[config.mk]
export PLATFORM = sky130hd
export DESIGN_NAME = fluxo_dados_jogo_flat
export DESIGN_NICKNAME = d
export VERILOG_FILES = /design/src/rtl/fluxo_dados_jogo_if.sv /design/src/rtl/fluxo_dados_jogo.sv /design/src/flat_wrapper.sv
export SDC_FILE = /design/constraint.sdc
export NUM_CORES = 1
export LEC_CHECK = 0
export BUFFER_PORTS_ARGS = -buffer_cell sky130_fd_sc_hd__buf_4
export CAP_MARGIN = 20
export CORE_MARGIN = 2
export CORE_UTILIZATION = 45
export DETAILED_ROUTE_END_ITERATION = 10
export PLACE_DENSITY_LB_ADDON = 0.1
export REMOVE_ABC_BUFFERS = 1
export SLEW_MARGIN = 10
export SYNTH_ARGS = -nofsm -noshare
export SYNTH_HDL_FRONTEND = slang
export SYNTH_SLANG_ARGS = --single-unit
[constraint.sdc]
create_clock -name clock -period 2.3 [get_ports clock]
set_clock_uncertainty 0.1 [all_clocks]
set_input_delay 0.23 -clock clock [delete_from_list [all_inputs] [get_ports clock]]
set_output_delay 0.23 -clock clock [all_outputs]
set_load 0.01 [all_outputs]
[src/rtl/fluxo_dados_jogo_if.sv]
// fluxo_dados_jogo_if -- control/status bundle between the game controller and
// the game datapath (fluxo_dados_jogo).
//   master : controller side, drives the control strobes, mode request and
//            player switches, and observes status/debug outputs.
//   slave  : datapath side (fluxo_dados_jogo).
// Parameters W and DEPTH must match the datapath instance; AW = clog2(DEPTH).
interface fluxo_dados_jogo_if #(
  parameter int W     = 4,
  parameter int DEPTH = 16
);
  localparam int AW = $clog2(DEPTH);

  // Control strobes
  logic          zera_endereco;
  logic          conta_endereco;
  logic          zera_limite;
  logic          conta_limite;
  logic          zera_jogada;
  logic          registra_jogada;
  logic          escreve_mem;
  logic          zera_timeout;
  logic          registra_modo;
  logic          modo;
  logic [W-1:0]  chaves;

  // Status
  logic          igual;
  logic          endereco_igual_limite;
  logic          fim_endereco;
  logic          fim_limite;
  logic          jogada_feita;
  logic          tem_jogada;
  logic          timeout;
  logic          modo_travado;

  // Debug
  logic [AW-1:0] db_endereco;
  logic [AW-1:0] db_limite;
  logic [W-1:0]  db_memoria;
  logic [W-1:0]  db_jogada;
  logic          db_modo;

  modport master (
    output zera_endereco, conta_endereco, zera_limite, conta_limite,
           zera_jogada, registra_jogada, escreve_mem, zera_timeout,
           registra_modo, modo, chaves,
    input  igual, endereco_igual_limite, fim_endereco, fim_limite,
           jogada_feita, tem_jogada, timeout, modo_travado,
           db_endereco, db_limite, db_memoria, db_jogada, db_modo
  );

  modport slave (
    input  zera_endereco, conta_endereco, zera_limite, conta_limite,
           zera_jogada, registra_jogada, escreve_mem, zera_timeout,
           registra_modo, modo, chaves,
    output igual, endereco_igual_limite, fim_endereco, fim_limite,
           jogada_feita, tem_jogada, timeout, modo_travado,
           db_endereco, db_limite, db_memoria, db_jogada, db_modo
  );
endinterface

[src/rtl/fluxo_dados_jogo.sv]
// fluxo_dados_jogo -- datapath of the memory game.
//   clock : rising-edge clock
//   reset : asynchronous, active-high; clears all state except memory contents
//   bus   : fluxo_dados_jogo_if.slave
//           inputs  : counter/register/memory/timeout/mode control strobes, chaves
//           outputs : igual, endereco_igual_limite, fim_endereco, fim_limite,
//                     jogada_feita, tem_jogada, timeout, modo_travado, db_*
// Contents: address and round-limit counters, DEPTH x W synchronous RAM
// (read-old-data on collision), jogada register, press edge detector,
// idle timeout counter (normal / fast mode) and one-shot mode lock.
// Optional feature: define FLUXO_TIMEOUT_EN to build the idle timeout counter;
// without it, timeout is tied to 0.
module fluxo_dados_jogo #(
  parameter int W              = 4,
  parameter int DEPTH          = 16,
  parameter int TIMEOUT_CYCLES = 3000
) (
  input  logic               clock,
  input  logic               reset,
  fluxo_dados_jogo_if.slave  bus
);

  localparam int AW = $clog2(DEPTH);

  if (W < 1 || W > 16 || DEPTH < 2 || (DEPTH & (DEPTH - 1)) != 0 ||
      TIMEOUT_CYCLES < 4 || (TIMEOUT_CYCLES % 2) != 0) begin : g_param_check
    $error("fluxo_dados_jogo: illegal parameter combination");
  end

  logic [AW-1:0] endereco;
  logic [AW-1:0] limite;
  logic [W-1:0]  jogada;
  logic [W-1:0]  memoria;
  logic [W-1:0]  mem [DEPTH];
  logic          tem_jogada;
  logic          tem_jogada_p1;
  logic          db_modo;
  logic          modo_travado;

  assign tem_jogada = |bus.chaves;

  // Address and round-limit counters (clear wins over increment, natural wrap)
  always_ff @(posedge clock or posedge reset) begin
    if (reset) begin
      endereco <= '0;
      limite   <= '0;
    end else begin
      if (bus.zera_endereco)
        endereco <= '0;
      else if (bus.conta_endereco)
        endereco <= endereco + 1'b1;

      if (bus.zera_limite)
        limite <= '0;
      else if (bus.conta_limite)
        limite <= limite + 1'b1;
    end
  end

  // Jogada register
  always_ff @(posedge clock or posedge reset) begin
    if (reset)
      jogada <= '0;
    else if (bus.zera_jogada)
      jogada <= '0;
    else if (bus.registra_jogada)
      jogada <= bus.chaves;
  end

  // Memory: the write sits in the reset branch's else so an asserted reset
  // blocks it; the array itself is never cleared. The read uses the
  // pre-write contents, so a same-address write shows up one clock later.
  always_ff @(posedge clock or posedge reset) begin
    if (reset) begin
      memoria <= '0;
    end else begin
      memoria <= mem[endereco];
      if (bus.escreve_mem)
        mem[endereco] <= jogada;
    end
  end

  // Press edge detector history
  always_ff @(posedge clock or posedge reset) begin
    if (reset)
      tem_jogada_p1 <= 1'b0;
    else
      tem_jogada_p1 <= tem_jogada;
  end

  // Mode capture: first registra_modo wins, later ones are ignored
  always_ff @(posedge clock or posedge reset) begin
    if (reset) begin
      db_modo      <= 1'b0;
      modo_travado <= 1'b0;
    end else if (bus.registra_modo && !modo_travado) begin
      db_modo      <= bus.modo;
      modo_travado <= 1'b1;
    end
  end

`ifdef FLUXO_TIMEOUT_EN
  localparam int TW = $clog2(TIMEOUT_CYCLES);

  logic [TW-1:0] conta_timeout;
  logic [TW-1:0] limite_timeout_m1;
  logic          muda_modo;
  logic          contagem_obsoleta;

  assign limite_timeout_m1 = db_modo ? TW'(TIMEOUT_CYCLES / 2 - 1)
                                     : TW'(TIMEOUT_CYCLES - 1);
  assign muda_modo = bus.registra_modo && !modo_travado && (bus.modo != db_modo);

  // contagem_obsoleta marks a count value that was reached by a limit change
  // rather than by counting; it masks timeout until the counter next moves,
  // and the >= compare makes such an overshoot wrap straight to 0.
  always_ff @(posedge clock or posedge reset) begin
    if (reset) begin
      conta_timeout     <= '0;
      contagem_obsoleta <= 1'b0;
    end else if (bus.zera_timeout) begin
      conta_timeout     <= '0;
      contagem_obsoleta <= muda_modo;
    end else if (!tem_jogada) begin
      conta_timeout     <= (conta_timeout >= limite_timeout_m1) ? '0
                                                               : conta_timeout + 1'b1;
      contagem_obsoleta <= muda_modo;
    end else if (muda_modo) begin
      contagem_obsoleta <= 1'b1;
    end
  end

  assign bus.timeout = (conta_timeout == limite_timeout_m1) && !contagem_obsoleta;
`else
  logic unused_zera_timeout;
  assign unused_zera_timeout = bus.zera_timeout;
  assign bus.timeout = 1'b0;
`endif

  assign bus.igual                 = (memoria == jogada);
  assign bus.endereco_igual_limite = (endereco == limite);
  assign bus.fim_endereco          = (endereco == AW'(DEPTH - 1));
  assign bus.fim_limite            = (limite == AW'(DEPTH - 1));
  assign bus.jogada_feita          = tem_jogada && !tem_jogada_p1;
  assign bus.tem_jogada            = tem_jogada;
  assign bus.modo_travado          = modo_travado;
  assign bus.db_endereco           = endereco;
  assign bus.db_limite             = limite;
  assign bus.db_memoria            = memoria;
  assign bus.db_jogada             = jogada;
  assign bus.db_modo               = db_modo;

endmodule
[src/flat_wrapper.sv]
// flat-port wrapper written by rule: the top's interface ports become plain ports
module fluxo_dados_jogo_flat 
#(
  parameter int W              = 4,
  parameter int DEPTH          = 16,
  parameter int TIMEOUT_CYCLES = 3000
)
  (clock, reset, bus_zera_endereco, bus_conta_endereco, bus_zera_limite, bus_conta_limite, bus_zera_jogada, bus_registra_jogada, bus_escreve_mem, bus_zera_timeout, bus_registra_modo, bus_modo, bus_chaves, bus_igual, bus_endereco_igual_limite, bus_fim_endereco, bus_fim_limite, bus_jogada_feita, bus_tem_jogada, bus_timeout, bus_modo_travado, bus_db_endereco, bus_db_limite, bus_db_memoria, bus_db_jogada, bus_db_modo);
  fluxo_dados_jogo_if #(.W(W), .DEPTH(DEPTH)) bus_i ();
  input  logic clock;
  input  logic reset;
  input wire logic [$bits(bus_i.zera_endereco)-1:0] bus_zera_endereco;
  input wire logic [$bits(bus_i.conta_endereco)-1:0] bus_conta_endereco;
  input wire logic [$bits(bus_i.zera_limite)-1:0] bus_zera_limite;
  input wire logic [$bits(bus_i.conta_limite)-1:0] bus_conta_limite;
  input wire logic [$bits(bus_i.zera_jogada)-1:0] bus_zera_jogada;
  input wire logic [$bits(bus_i.registra_jogada)-1:0] bus_registra_jogada;
  input wire logic [$bits(bus_i.escreve_mem)-1:0] bus_escreve_mem;
  input wire logic [$bits(bus_i.zera_timeout)-1:0] bus_zera_timeout;
  input wire logic [$bits(bus_i.registra_modo)-1:0] bus_registra_modo;
  input wire logic [$bits(bus_i.modo)-1:0] bus_modo;
  input wire logic [$bits(bus_i.chaves)-1:0] bus_chaves;
  output wire logic [$bits(bus_i.igual)-1:0] bus_igual;
  output wire logic [$bits(bus_i.endereco_igual_limite)-1:0] bus_endereco_igual_limite;
  output wire logic [$bits(bus_i.fim_endereco)-1:0] bus_fim_endereco;
  output wire logic [$bits(bus_i.fim_limite)-1:0] bus_fim_limite;
  output wire logic [$bits(bus_i.jogada_feita)-1:0] bus_jogada_feita;
  output wire logic [$bits(bus_i.tem_jogada)-1:0] bus_tem_jogada;
  output wire logic [$bits(bus_i.timeout)-1:0] bus_timeout;
  output wire logic [$bits(bus_i.modo_travado)-1:0] bus_modo_travado;
  output wire logic [$bits(bus_i.db_endereco)-1:0] bus_db_endereco;
  output wire logic [$bits(bus_i.db_limite)-1:0] bus_db_limite;
  output wire logic [$bits(bus_i.db_memoria)-1:0] bus_db_memoria;
  output wire logic [$bits(bus_i.db_jogada)-1:0] bus_db_jogada;
  output wire logic [$bits(bus_i.db_modo)-1:0] bus_db_modo;
  assign bus_i.zera_endereco = bus_zera_endereco;
  assign bus_i.conta_endereco = bus_conta_endereco;
  assign bus_i.zera_limite = bus_zera_limite;
  assign bus_i.conta_limite = bus_conta_limite;
  assign bus_i.zera_jogada = bus_zera_jogada;
  assign bus_i.registra_jogada = bus_registra_jogada;
  assign bus_i.escreve_mem = bus_escreve_mem;
  assign bus_i.zera_timeout = bus_zera_timeout;
  assign bus_i.registra_modo = bus_registra_modo;
  assign bus_i.modo = bus_modo;
  assign bus_i.chaves = bus_chaves;
  assign bus_igual = bus_i.igual;
  assign bus_endereco_igual_limite = bus_i.endereco_igual_limite;
  assign bus_fim_endereco = bus_i.fim_endereco;
  assign bus_fim_limite = bus_i.fim_limite;
  assign bus_jogada_feita = bus_i.jogada_feita;
  assign bus_tem_jogada = bus_i.tem_jogada;
  assign bus_timeout = bus_i.timeout;
  assign bus_modo_travado = bus_i.modo_travado;
  assign bus_db_endereco = bus_i.db_endereco;
  assign bus_db_limite = bus_i.db_limite;
  assign bus_db_memoria = bus_i.db_memoria;
  assign bus_db_jogada = bus_i.db_jogada;
  assign bus_db_modo = bus_i.db_modo;
  fluxo_dados_jogo #(.W(W), .DEPTH(DEPTH), .TIMEOUT_CYCLES(TIMEOUT_CYCLES)) u_core (.clock(clock), .reset(reset), .bus(bus_i));
endmodule
==> run metrics <==
Initial Util 47.1%; startpoint types input pin; IO Port Bufs 38; unrepaired setup endpoints after global routing no; gr usage total 15.8%; CTS tree built; DP Wirelength 4420 um; Die Area 8390 um^2; Placed Cells 340; crit-path leading delay family simple AND/OR/NAND/NOR gates; leading area contributor after synthesis edfxtp_1; Fill cells 592; first-pass GRT wire length 9650 um; diode count 0; CTS sink count 83; Synth Cell Area 3450 um^2; Ports 41; First-pass DRT Iterations 4; relative max-transition margin 48.6%; synth warn 0; setup violators final 0; number of global-route vias before repair 1,880; Die X-Extent 91.6 um; share of flip-flops with an asynchronous set or reset 22.9%; Post-Route WL 6250 um; PwrDens 730 nW/um^2; post-synth cell types 27; Most used DFF post-synth edfxtp_1; Non-Filler Instances 362; Critical Path Source reset; fraction of layout instances using a drive strength above 1 24.7%; CP Buf/Inv Count 2; total CTS buffers 9; area of the core 7330 um^2; gpl congestion 0.746; clk_lat worst skew 0.34 ns; CP endpoint kind flop; antenna viol nets, final 0; layout net count 280; Max clock buf depth 2; Max Cap Viol 0; final max-slew violation count 0; Sequential Area 2400 um^2; DRC Markers 0; GRT overflow 0; flops & latches, synth 83; most numerous cell in the Yosys netlist edfxtp_1; EDFF count, synth 64; most frequent cells after synthesis edfxtp_1, nor2_1, dfrtp_1; Die Y 91.6 um; Critical Path AT 1.89 ns; Gate Count Post-Synth 202; Hold Path Origin bus_chaves[1]; Max stage delay on crit path 0.54 ns; Max Clock Freq 0.497 GHz; Worst Path Max Fanout 5; final period utilization 87.4%; Via density 5.11; multi-input combinational cell area 1000 um^2; Required @ worst endpoint 2.18 ns; Root Buffer clkbuf_8; DRT iter0 DRCs 98; Synth top area share 55.6%; Area growth, synth to finish 20.2%; CTS resizes 0; Final min period 2.01 ns; post-synthesis sequential area ratio 69.4%; drt wl/cell 17.3 um; final hold viol count 0; CP cell instances dlygate4sd3_1 > buf_4 > nor2b_1 > nand2_1 > nor3_1; Clock Pin Slew Worst Setup and Hold Paths 0.08 ns; WS Path Type input pin to flop; reg-to-reg startpoint u_core.bus.db_endereco[0]$_DFFE_PP0P_; Pleak 1.60 nW; htree depth 3; synthesized area per cell 17.1 um^2; vias after detailed routing 1,849; total negative slack 0 ns; slew at the pin closest to its max-slew limit 0.770 ns; Std-Cell Rows 31; largest net degree at the start of global routing 20; Slowest-stage cell, CP dlygate4sd3_1; Hold Path Class input pin to flop; top post-synthesis cells by area edfxtp_1, dfrtp_1, mux4_1; status complete, no violations; initial antenna violation count 0; peak supply drop 0.000363 V
## stage by stage
stage	hold slack (ns)	setup WS, ns	area [um^2]	util (%)	power, mW
CTS	0.000689	0.289	4140	56.5	3.06
global placement	0.309	0.479	3890	53.0	2.00
floorplan	0.0811	0.234	3410	-	1.87
global route	0.0517	0.139	4150	56.6	3.14
detailed placement	0.316	0.466	3890	53.0	2.01
finish	0.0408	0.290	4150	56.6	3.03
## layout make-up
type	instances	share of cell area, %
well taps	99	2.98
flip-flops and latches	83	57.7
clock buffers	13	3.86
repair buffers	53	9.94
clock inverters	3	1.11
multi-input cells	108	24.1
inverters	3	0.271
## path summary, 6_finish.rpt
kind | endpoint | slack, ns | depth (start not counted)
worst max-delay path | u_core.mem[2][0]$_DFFE_PP_ | 0.29 | 5
worst min-delay path | u_core.bus.db_jogada[1]$_DFFE_PP0P_ | 0.04 | 3
worst max register to register | u_core.bus.db_memoria[1]$_DFF_PP0_ | 0.49 | 4
worst min register to register | u_core.bus.modo_travado$_DFFE_PP0P_ | 0.41 | 1
max in group asynchronous | u_core.bus.db_limite[1]$_DFFE_PP0P_ | 1.11 | 3
min in group asynchronous | u_core.bus.db_jogada[1]$_DFFE_PP0P_ | 0.50 | 3
## cells by family after synthesis
group / synth area share (%)
AO/OA/AOI/OAI: 1.74
XOR/XNOR: 3.55
adder cells (fa/ha/maj): 2.17
buffers and inverters: 1.63
flip-flops: 69.4
multiplexers: 13.9
other: 0.109
AND/OR/NAND/NOR: 7.50
## per-layer routing
| metal | share of wire (%) | global-route usage, % | up-vias |
|---|---|---|---|
| met1 | 45 | 21.1 | 913 |
| met4 | 2.2 | 6.82 | 0 |
| met5 | 0 | 0 | - |
| met2 | 47 | 24.4 | 44 |
| li1 | - | - | 879 |
| met3 | 4.9 | 4.27 | 13 |
## power by group
group	internal, mW	switching, mW	total, mW
Clock	0.571	0.485	1.06
Sequential	1.65	0.0326	1.68
Combinational	0.155	0.139	0.294
## repair_timing
action,4_1_cts,5_1_grt
endpoints found under the hold margin,32,1
hold buffers,5,1
buffers inserted,0,0
## registers in the layout (all words and copies together), names as in the netlist
name,flops
u_core.bus.db_endereco,4
u_core.bus.db_jogada,4
u_core.bus.db_limite,4
u_core.bus.db_memoria,4
u_core.bus.db_modo,1
u_core.bus.modo_travado,1
u_core.mem,64
u_core.tem_jogada_p1,1
## cell usage in the layout (no fill, tap or decap), types with 3 or more instances in the layout
cell | netlist | routed
a22oi_1 | 8 | 8
buf_4 | 2 | 47
clkbuf_1 | 3 | 3
clkbuf_8 | 0 | 9
dfrtp_1 | 19 | 19
dlygate4sd3_1 | 0 | 6
edfxtp_1 | 64 | 64
ha_1 | 6 | 6
inv_1 | 3 | 3
mux2i_1 | 6 | 6
mux4_1 | 13 | 13
mux4_2 | 3 | 3
nand2_1 | 11 | 11
nor2_1 | 24 | 24
nor2b_1 | 5 | 5
nor3_1 | 4 | 4
xor2_1 | 12 | 12
## worst min-delay path, delay by kind of cell
| family | cells | cell delay (ns) |
|---|---|---|
| muxes | 1 | 0.06 |
| and+or+nand+nor | 1 | 0.08 |
| buffers and inverters | 1 | 0.09 |
Power figures use the tool's default switching activity.
